File: config.mk
export PLATFORM = sky130hd
export DESIGN_NAME = sc_microsequencer
export DESIGN_NICKNAME = d
export VERILOG_FILES = /design/src/rtl/sc_microsequencer.sv
export SDC_FILE = /design/constraint.sdc
export NUM_CORES = 1
export LEC_CHECK = 0
export ABC_AREA = 1
export ABC_CLOCK_PERIOD_IN_PS = 2300
export CAP_MARGIN = 20
export CORE_MARGIN = 5
export CORE_UTILIZATION = 45
export CTS_BUF_LIST = sky130_fd_sc_hd__clkbuf_4 sky130_fd_sc_hd__clkbuf_8
export DETAILED_ROUTE_END_ITERATION = 8
export PLACE_DENSITY = 0.95
export SETUP_SLACK_MARGIN = 0.3
export SYNTH_ARGS = -nofsm -noshare
export SYNTH_HDL_FRONTEND = slang
export SYNTH_SLANG_ARGS = --single-unit
File: constraint.sdc
create_clock -name SC_MICROSEQ_CLOCK_50 -period 2.3 [get_ports SC_MICROSEQ_CLOCK_50]
set_clock_uncertainty 0.15 [all_clocks]
set_input_delay 0.46 -clock SC_MICROSEQ_CLOCK_50 [delete_from_list [all_inputs] [get_ports SC_MICROSEQ_CLOCK_50]]
set_output_delay 0.46 -clock SC_MICROSEQ_CLOCK_50 [all_outputs]
set_load 0.005 [all_outputs]
File: src/rtl/sc_microsequencer.sv
// sc_microsequencer: Moore FSM sequencing fetch/decode/execute/PC-update for uDataPath.
// In: clock, async low reset, IR fields, PSR flags, step. Out: dec/mux/ALU selects, strobes, halt, count.
module sc_microsequencer #(
    parameter int unsigned DATAWIDTH_DECODER_SELECTION = 6,
    parameter int unsigned DATAWIDTH_MUX_SELECTION     = 6,
    parameter int unsigned DATAWIDTH_ALU_SELECTION     = 4,
    parameter int unsigned SEL_PC                      = 32,
    parameter int unsigned SEL_IMM13                   = 33,
    parameter int unsigned SEL_DISP                    = 34,
    parameter int unsigned SEL_CONST4                  = 35,
    parameter logic [DATAWIDTH_ALU_SELECTION-1:0] ALU_CODE_ADD   = 4'h0,
    parameter logic [DATAWIDTH_ALU_SELECTION-1:0] ALU_CODE_PASSA = 4'hE,
    parameter bit          SINGLE_STEP_EN              = 1'b0,
    parameter int unsigned COUNT_WIDTH                 = 16
) (
    input  logic                                   SC_MICROSEQ_CLOCK_50,
    input  logic                                   SC_MICROSEQ_Reset_InLow,
    input  logic [1:0]                             SC_MICROSEQ_RegIR_OP,
    input  logic [4:0]                             SC_MICROSEQ_RegIR_RD,
    input  logic [2:0]                             SC_MICROSEQ_RegIR_OP2,
    input  logic [5:0]                             SC_MICROSEQ_RegIR_OP3,
    input  logic [4:0]                             SC_MICROSEQ_RegIR_RS1,
    input  logic                                   SC_MICROSEQ_RegIR_BIT13,
    input  logic [4:0]                             SC_MICROSEQ_RegIR_RS2,
    input  logic                                   SC_MICROSEQ_Overflow_InHigh,
    input  logic                                   SC_MICROSEQ_Carry_InHigh,
    input  logic                                   SC_MICROSEQ_Negative_InHigh,
    input  logic                                   SC_MICROSEQ_Zero_InHigh,
    input  logic                                   SC_MICROSEQ_Step_InHigh,
    output logic [DATAWIDTH_DECODER_SELECTION-1:0] SC_MICROSEQ_DecoderSelectionWrite_Out,
    output logic [DATAWIDTH_MUX_SELECTION-1:0]     SC_MICROSEQ_MUXSelectionBUSA_Out,
    output logic [DATAWIDTH_MUX_SELECTION-1:0]     SC_MICROSEQ_MUXSelectionBUSB_Out,
    output logic [DATAWIDTH_ALU_SELECTION-1:0]     SC_MICROSEQ_ALUSelection_Out,
    output logic                                   SC_MICROSEQ_RegIRLoad_OutHigh,
    output logic                                   SC_MICROSEQ_FlagWrite_OutHigh,
    output logic                                   SC_MICROSEQ_Halt_OutHigh,
    output logic [COUNT_WIDTH-1:0]                 SC_MICROSEQ_InstrCount_Out
);

    localparam int unsigned DW = DATAWIDTH_DECODER_SELECTION;
    localparam int unsigned MW = DATAWIDTH_MUX_SELECTION;

    typedef enum logic [3:0] {
        S_IDLE      = 4'd0,
        S_FETCH     = 4'd1,
        S_DECODE    = 4'd2,
        S_EXEC      = 4'd3,
        S_BRANCH    = 4'd4,
        S_CALL      = 4'd5,
        S_PC_BRANCH = 4'd6,
        S_PC_INC    = 4'd7,
        S_HALT      = 4'd8
    } state_t;

    state_t                 state_q, state_d;
    logic [COUNT_WIDTH-1:0] cnt_q, cnt_d;
    logic                   br_taken;

    // bit 5 of OP3 has no role in the ALU encoding used here
    logic unused_op3;
    assign unused_op3 = SC_MICROSEQ_RegIR_OP3[5];

    always_comb begin
        br_taken = 1'b0;
        case (SC_MICROSEQ_RegIR_RD[3:0])
            4'b1000: br_taken = 1'b1;
            4'b0001: br_taken = SC_MICROSEQ_Zero_InHigh;
            4'b1001: br_taken = ~SC_MICROSEQ_Zero_InHigh;
            4'b0101: br_taken = SC_MICROSEQ_Carry_InHigh;
            4'b0110: br_taken = SC_MICROSEQ_Negative_InHigh;
            4'b0111: br_taken = SC_MICROSEQ_Overflow_InHigh;
            default: br_taken = 1'b0;
        endcase
    end

    // next state and instruction counter
    always_comb begin
        state_d = state_q;
        cnt_d   = cnt_q;
        case (state_q)
            S_IDLE: begin
                if (!SINGLE_STEP_EN || SC_MICROSEQ_Step_InHigh)
                    state_d = S_FETCH;
            end
            S_FETCH: begin
                cnt_d   = cnt_q + COUNT_WIDTH'(1);
                state_d = S_DECODE;
            end
            S_DECODE: begin
                case (SC_MICROSEQ_RegIR_OP)
                    2'b10:   state_d = S_EXEC;
                    2'b01:   state_d = S_CALL;
                    2'b11:   state_d = S_HALT;
                    default: state_d = (SC_MICROSEQ_RegIR_OP2 == 3'b010) ?
                                       S_BRANCH : S_PC_INC;
                endcase
            end
            S_EXEC:   state_d = S_PC_INC;
            S_BRANCH: state_d = br_taken ? S_PC_BRANCH : S_PC_INC;
            S_CALL:   state_d = S_PC_BRANCH;
            S_PC_BRANCH, S_PC_INC:
                state_d = SINGLE_STEP_EN ? S_IDLE : S_FETCH;
            S_HALT:   state_d = S_HALT;
            default:  state_d = S_IDLE;
        endcase
    end

    always_ff @(posedge SC_MICROSEQ_CLOCK_50 or negedge SC_MICROSEQ_Reset_InLow) begin
        if (!SC_MICROSEQ_Reset_InLow) begin
            state_q <= S_IDLE;
            cnt_q   <= '0;
        end else begin
            state_q <= state_d;
            cnt_q   <= cnt_d;
        end
    end

    // Moore output decode; reset forces IDLE so outputs go idle at once
    always_comb begin
        SC_MICROSEQ_DecoderSelectionWrite_Out = '1;
        SC_MICROSEQ_MUXSelectionBUSA_Out      = '1;
        SC_MICROSEQ_MUXSelectionBUSB_Out      = '1;
        SC_MICROSEQ_ALUSelection_Out          = ALU_CODE_PASSA;
        SC_MICROSEQ_RegIRLoad_OutHigh         = 1'b0;
        SC_MICROSEQ_FlagWrite_OutHigh         = 1'b0;
        SC_MICROSEQ_Halt_OutHigh              = 1'b0;
        case (state_q)
            S_FETCH: SC_MICROSEQ_RegIRLoad_OutHigh = 1'b1;
            S_EXEC: begin
                SC_MICROSEQ_MUXSelectionBUSA_Out =
                    {{(MW-5){1'b0}}, SC_MICROSEQ_RegIR_RS1};
                SC_MICROSEQ_MUXSelectionBUSB_Out = SC_MICROSEQ_RegIR_BIT13 ?
                    MW'(SEL_IMM13) : {{(MW-5){1'b0}}, SC_MICROSEQ_RegIR_RS2};
                SC_MICROSEQ_ALUSelection_Out =
                    DATAWIDTH_ALU_SELECTION'(SC_MICROSEQ_RegIR_OP3[3:0]);
                SC_MICROSEQ_FlagWrite_OutHigh = SC_MICROSEQ_RegIR_OP3[4];
                // r0 is hard-wired zero, so writes to it are suppressed
                if (SC_MICROSEQ_RegIR_RD != 5'd0)
                    SC_MICROSEQ_DecoderSelectionWrite_Out =
                        {{(DW-5){1'b0}}, SC_MICROSEQ_RegIR_RD};
            end
            S_CALL: begin
                SC_MICROSEQ_MUXSelectionBUSA_Out      = MW'(SEL_PC);
                SC_MICROSEQ_ALUSelection_Out          = ALU_CODE_PASSA;
                SC_MICROSEQ_DecoderSelectionWrite_Out = DW'(15);
            end
            S_PC_BRANCH: begin
                SC_MICROSEQ_MUXSelectionBUSA_Out      = MW'(SEL_PC);
                SC_MICROSEQ_MUXSelectionBUSB_Out      = MW'(SEL_DISP);
                SC_MICROSEQ_ALUSelection_Out          = ALU_CODE_ADD;
                SC_MICROSEQ_DecoderSelectionWrite_Out = DW'(SEL_PC);
            end
            S_PC_INC: begin
                SC_MICROSEQ_MUXSelectionBUSA_Out      = MW'(SEL_PC);
                SC_MICROSEQ_MUXSelectionBUSB_Out      = MW'(SEL_CONST4);
                SC_MICROSEQ_ALUSelection_Out          = ALU_CODE_ADD;
                SC_MICROSEQ_DecoderSelectionWrite_Out = DW'(SEL_PC);
            end
            S_HALT:  SC_MICROSEQ_Halt_OutHigh = 1'b1;
            default: ;
        endcase
    end

    assign SC_MICROSEQ_InstrCount_Out = cnt_q;

endmodule

==> impl_metrics.csv <==
group,metric,value,unit
die,core,3311,µm²
sta,worst_pin_slew,331.6,ps
pwr,total_leakage_power,1.348,nW
sta,finalHoldViolCount,0,
die,dieArea,4677,µm²
drt,totalWireLength,6701,µm
die,fp.dieH,68.39,µm
placed_design,gp_congestion,0.8115,
cells_and_area,nNetsFinal,396,
drt,drtAntennaViolNets,0,
cells_and_area,multi_input_area,977.2,µm²
global_route,grt_max_degree,21,
setup_path,worst_path_most_repeated_cell,"inv_2",
synth,synthMuxAreaShare,0,%
synth,synth_xor_area_share,5.139,%
global_route,overflow,0,
cts,cts_hold_buf,0,
setup_path,slowest_stage,"dfrtp_1",
global_route,grt_pass1_wl,9273,µm
setup_path,r2r_cells,12,
setup_path,cp.depth,10,
setup_path,path_delay_family,"buffers and inverters",
cts,clk_pin_slew,110,ps
synth,syn_avg_cell_area,6.555,µm²
outcome,violations,"setup timing",
drt,routed-via-count,2101,
synth,syn_nets,273,
drt,avgViaCountPerCell,5.226,
global_route,grt_usage,26.44,%
synth,yosysUniqueCellTypes,26,
sta,layout_min_cycle_time,2449,ps
setup_path,path_buf_inv,5,
cells_and_area,diodes,0,
cells_and_area,fillers,187,
placed_design,hpwl,3681,µm
synth,syn_area,1534,µm²
cts,cts_tree,"built",
drt,firstDrtPassIters,6,
global_route,grt_pass1_vias,2023,
outcome,status,"finished, violations left",
cts,clk_latency,320,ps
synth,synth_top_family_by_area,"simple AND/OR/NAND/NOR gates",
hold_path,hp-class,"in2async",
die,rows,21,
cells_and_area,regArea,500.5,µm²
synth,synthSimpleGateAreaFrac,37.03,%
drt,drc,0,
synth,synth_compound_area_share,10.36,%
sta,period_share,106.5,%
cells_and_area,area_growth,82.46,%
sta,report.final.slew_viol_count,0,
sta,relSlewSlack,77.71,%
setup_path,path_cells,"inv_2 -> nand2_4 -> nor2_4 -> inv_2 -> nor2_2 -> nand2_2 -> buf_4 -> buf_6 -> o211ai_1 -> buf_2",
synth,syn_inst,234,
pwr,worst_ir_drop_vdd,0.0005341,V
drt,wl_per_cell,16.67,µm
synth,yosys_warnings,0,
flow_run,max_cap_violations,0,
cts,cts_inserted_buffers,3,
placed_design,port_buffers,72,
synth,yosys.area_share.adder,4.078,%
setup_path,critPathLaunchType,"flip-flop",
sta,holdWs,329.0,ps
setup_path,cp.required,1690,ps
setup_path,cp-end-kind,"output pin",
cts,htreeDepth,1,
die,fp.dieW,68.39,µm
sta,setup_slack,-148.9,ps
global_route,antenna_found_initial,0,
die,initial_core_util,46.33,%
pwr,power.density,1034,nW/µm²
cells_and_area,utilization,84.54,%
setup_path,critPathKind,"reg2out",
drt,drt-initial-drc-count,190,
cts,clk_path_buf_depth,2,
sta,rsz0062_at_grt,"yes",
die,ios,75,
sta,max_freq,0.4084,GHz
synth,synth-seq-area-share,32.63,%
sta,finalSetupViolCount,18,
setup_path,max_stage_delay,450,ps
cells_and_area,drive_above_1_share,32.87,%
cts,cts-root-buf,"clkbuf_4",
cts,clock_sinks,20,
setup_path,arrival,1840,ps
synth,ys_ff_latch,20,
setup_path,crit_path_max_fanout,4,
[flip-flops by register name (all words and copies together), names as in the netlist]
register / flops
SC_MICROSEQ_InstrCount_Out: 16
state_q: 4
[logic make-up after synthesis]
logic type | Yosys count
AO/OA/AOI/OAI | 24
XOR/XNOR | 9
adder cells (fa/ha/maj) | 5
buffers and inverters | 39
flip-flops | 20
AND/OR/NAND/NOR | 137
[what timing repair did]
item,4_1_cts,5_1_grt
buffers inserted,25,9
gates resized for setup,124,40
pin swaps,9,6
endpoints found under the hold margin,0,0
setup endpoints to repair,25,26
[per-layer routing]
metal / global-route usage, % / part of all wire (%) / up-vias
met3: 4.433 / 5.8 / 42
met2: 51.25 / 53 / 119
met4: 9.677 / 6.0 / 0
met5: 0 / 0 / -
met1: 27.90 / 36 / 966
li1: - / - / 974
[metrics by stage]
step | std cells | setup TNS (ps) | setup slack (ps) | power [mW] | cell area, µm²
2_1_floorplan | 234 | 0 | 610.3 | 1.144 | 1534
3_3_place_gp | 364 | -2561 | -389.9 | 1.982 | 2402
3_5_place_dp | 364 | -3305 | -513.1 | 2.036 | 2402
4_1_cts | 393 | -53.18 | -29.62 | 2.419 | 2624
5_1_grt | 402 | -1963 | -206.1 | 3.031 | 2799
6_report | 402 | -1296 | -148.9 | 2.893 | 2799
[power breakdown]
group	internal (mW)	total (mW)	switching [mW]
combinational	1.10	2.17	1.07
clock	0.0970	0.210	0.113
sequential	0.422	0.512	0.0893
[cells in the mapped netlist]
cell      instances  area [µm²]
ha_1              5       62.56
o21ai_2           5       43.79
o21ai_1           3       15.01
o21ai_0           6       30.03
nor3_1            3       15.01
xor2_1            7       61.31
nand2_2           1       6.260
inv_2             5       18.77
nand4_1           5       31.28
buf_2             3       15.01
nor2_1           22       82.58
nand2_4           1       11.26
dfrtp_1          20       500.5
inv_1            29       108.9
nand2_1          91       341.6
o211ai_1          6       45.04
nand3_2           1       10.01
nand3_1           9       45.04
a21o_1            1       7.510
nor2_2            2       12.51
buf_6             2       22.52
xnor2_1           2       17.52
a21oi_1           2       10.01
o31ai_1           1       7.510
nor4_1            1       6.260
or2_1             1       6.260
[worst reg2reg max path: stages, from the launching register on]
cell	delay [ps]
dfrtp_1	450
inv_2	110
nand2_4	70
buf_4	130
buf_4	120
buf_6	110
inv_4	60
nand2_4	70
inv_4	70
buf_12	150
nand2_1	120
nor2_2	110
xor2_1	140
[final timing paths]
kind	from	slack [ps]	to
max in group asynchronous	SC_MICROSEQ_Reset_InLow	1460	SC_MICROSEQ_InstrCount_Out[10]
worst min register to register	SC_MICROSEQ_InstrCount_Out[2]	400	SC_MICROSEQ_InstrCount_Out[2]
worst min-delay path	SC_MICROSEQ_Reset_InLow	330	SC_MICROSEQ_InstrCount_Out[13]
worst max-delay path	state_q[2]	-150	SC_MICROSEQ_DecoderSelectionWrite_Out[0]
min in group SC_MICROSEQ_CLOCK_50	SC_MICROSEQ_InstrCount_Out[2]	400	SC_MICROSEQ_InstrCount_Out[2]
worst max register to register	state_q[2]	360	SC_MICROSEQ_InstrCount_Out[5]
[cells in the final DEF (no fill, tap or decap), types with 6 or more instances in the layout]
| cell type | synthesis | final |
|---|---|---|
| inv_1 | 29 | 25 |
| buf_6 | 2 | 24 |
| nor2_1 | 22 | 18 |
| buf_2 | 3 | 18 |
| nand3_1 | 9 | 9 |
| dfrtp_1 | 20 | 20 |
| clkdlybuf4s50_1 | 0 | 43 |
| nand2_1 | 91 | 83 |
| o211ai_1 | 6 | 6 |
| xor2_1 | 7 | 7 |
| o21ai_2 | 5 | 7 |
| buf_4 | 0 | 29 |
[final cells by class]
class,instances,area share (%)
timing repair buffer,123,38.94
sequential,20,17.88
clock buffer,4,1.296
inverter,34,4.917
tap,46,2.056
multi-input combinational,175,34.91
Power figures use the tool's default switching activity.
==> RTL change, RTL diff (config.mk and constraints unchanged) <==
The parameter `DATAWIDTH_DECODER_SELECTION` goes from 6 to 7.
--- a/src/rtl/sc_microsequencer.sv
+++ b/src/rtl/sc_microsequencer.sv
@@ -1,7 +1,7 @@
 // sc_microsequencer: Moore FSM sequencing fetch/decode/execute/PC-update for uDataPath.
 // In: clock, async low reset, IR fields, PSR flags, step. Out: dec/mux/ALU selects, strobes, halt, count.
 module sc_microsequencer #(
-    parameter int unsigned DATAWIDTH_DECODER_SELECTION = 6,
+    parameter int unsigned DATAWIDTH_DECODER_SELECTION = 7,
     parameter int unsigned DATAWIDTH_MUX_SELECTION     = 6,
     parameter int unsigned DATAWIDTH_ALU_SELECTION     = 4,
     parameter int unsigned SEL_PC                      = 32,
Interface: changed (resized SC_MICROSEQ_DecoderSelectionWrite_Out); port bits go from 75 to 76. No check against the original RTL was run, so the function may have changed too.
==> RTL change against the original RTL <==
The flow still finishes with violations (negative setup slack); sequential cell count unchanged; critical path depth down 3; synthesized area decreased by 1.7%; clock power is 42% higher; power down 9.7%; final area down 7.0%; worst setup slack gained 120 ps; routed wire length fell by 12%; largest cell class is now multi-input combinational cells; highest routed layer unchanged.
==> RTL change: results (changes against the original RTL) <==
- Status: complete, but fails checks (unchanged)
- Failing checks: negative setup slack (unchanged)
- Cells after DPL: 354 (was 364)
- DRT iter0 DRCs: 109 (was 190)
- Layout cells sized above 1: 28.7% (was 32.9%)
- Max rail drop VDD: 0.678 mV (was 0.534 mV)
- Gate power share: 68.9% (was 75.0%)
- Post-Synth Adder-Cell Area: 4.15% (was 4.08%)
- Slew margin rel.: 73.6% (was 77.7%)
- Worst R2R End: SC_MICROSEQ_InstrCount_Out[11] (was SC_MICROSEQ_InstrCount_Out[5])
- Sequential-to-total area share from yosys stat: 33.2% (was 32.6%)
- Postcts setup bufs: 18 (was 25)
- Power Sequential: 514 uW (was 512 uW)
- Gate count of the mapped netlist: 226 (was 234)
- GP Congestion: 0.829 (was 0.812)
- Clk root buf: clkbuf_4 (unchanged)
- CTS-repair resized insts: 125 (was 124)
- R2R depth: 11 (was 12)
- Layout net count: 374 (was 396)
- Synth Net Count: 265 (was 273)
- Global-route usage over all layers: 24.1% (was 26.4%)
- Final cell count without fillers: 380 (was 402)
- Total power: 2610 uW (was 2890 uW)
- Setup-failing EPs final: 2 (was 18)
- Static Leak: 0.00125 uW (was 0.00135 uW)
- TNS Setup: -37.8 ps (was -1300 ps)
- Synth cell count leaders: 84 x nand2_1, 30 x nor2_1, 27 x inv_1 (was 91 x nand2_1, 29 x inv_1, 22 x nor2_1)
- Level count of the clock H-tree: 1 (unchanged)
- DP HPWL: 3670 um (was 3680 um)
- XOR/XNOR Fraction of Synth Area: 4.65% (was 5.14%)
- Final WS setup: -28.2 ps (was -149 ps)
- Filler cell count: 208 (was 187)
- Vias: 1934 (was 2101)
- Dpl ws: -341 ps (was -513 ps)
- Drt pass-1 iters: 4 (was 6)
- Reg-to-reg slack, setup: 380 ps (was 360 ps)
- Vias in the first global route: 1816 (was 2023)
- Synthesis Warnings: 0 (unchanged)
- Synth area leaders: dfrtp_1 33%, nand2_1 21%, nor2_1 7.5% (was dfrtp_1 33%, nand2_1 22%, inv_1 7.1%)
- First-pass GRT wire length: 8470 um (was 9270 um)
==> RTL change: worst max-delay path by stage <==
stage | from | endpoint | slack (ps) | cells after the start
3_3_place_gp | SC_MICROSEQ_RegIR_RD[1] | SC_MICROSEQ_DecoderSelectionWrite_Out[1] | -260 | 7
6_report | state_q[3] | SC_MICROSEQ_DecoderSelectionWrite_Out[2] | -30 | 7
5_1_grt | state_q[3] | SC_MICROSEQ_DecoderSelectionWrite_Out[2] | -60 | 7
2_1_floorplan | state_q[2] | SC_MICROSEQ_DecoderSelectionWrite_Out[5] | 620 | 8
3_5_place_dp | SC_MICROSEQ_RegIR_RD[1] | SC_MICROSEQ_DecoderSelectionWrite_Out[3] | -340 | 7
4_1_cts | state_q[3] | SC_MICROSEQ_DecoderSelectionWrite_Out[3] | 90 | 7
==> RTL change: logic make-up after synthesis <==
family | after synthesis
DFF | 20
buffers and inverters | 32
xor gates and xnor gates | 8
and+or+nand+nor | 144
adders and majority gates | 5
AOI/OAI and AO/OA | 17
==> RTL change: layout make-up <==
class                           count  share of cell area (%)
Tap cell                           46                    2.21
Sequential cell                    20                    19.3
Timing Repair Buffer              107                    34.8
Clock inverter                      1                    1.15
Clock buffer                        3                   0.865
Multi-Input combinational cell    174                    37.0
Inverter                           29                    4.66
==> RTL change: per-layer routing <==
| layer | track usage, % | wire [um] | up-vias |
|---|---|---|---|
| li1 | - | - | 929 |
| met1 | 29.7 | 2250 | 894 |
| met2 | 43.0 | 2950 | 96 |
| met3 | 5.09 | 515 | 15 |
| met4 | 5.21 | 174 | 0 |
| met5 | 0 | 0 | - |
==> RTL change: through the flow <==
step | hold WS (ps) | area (sq um)
detailed placement | 368 | 2360
CTS | 320 | 2520
global placement | 357 | 2360
floorplan | 14.4 | 1510
global route | 341 | 2600
finish | 314 | 2600
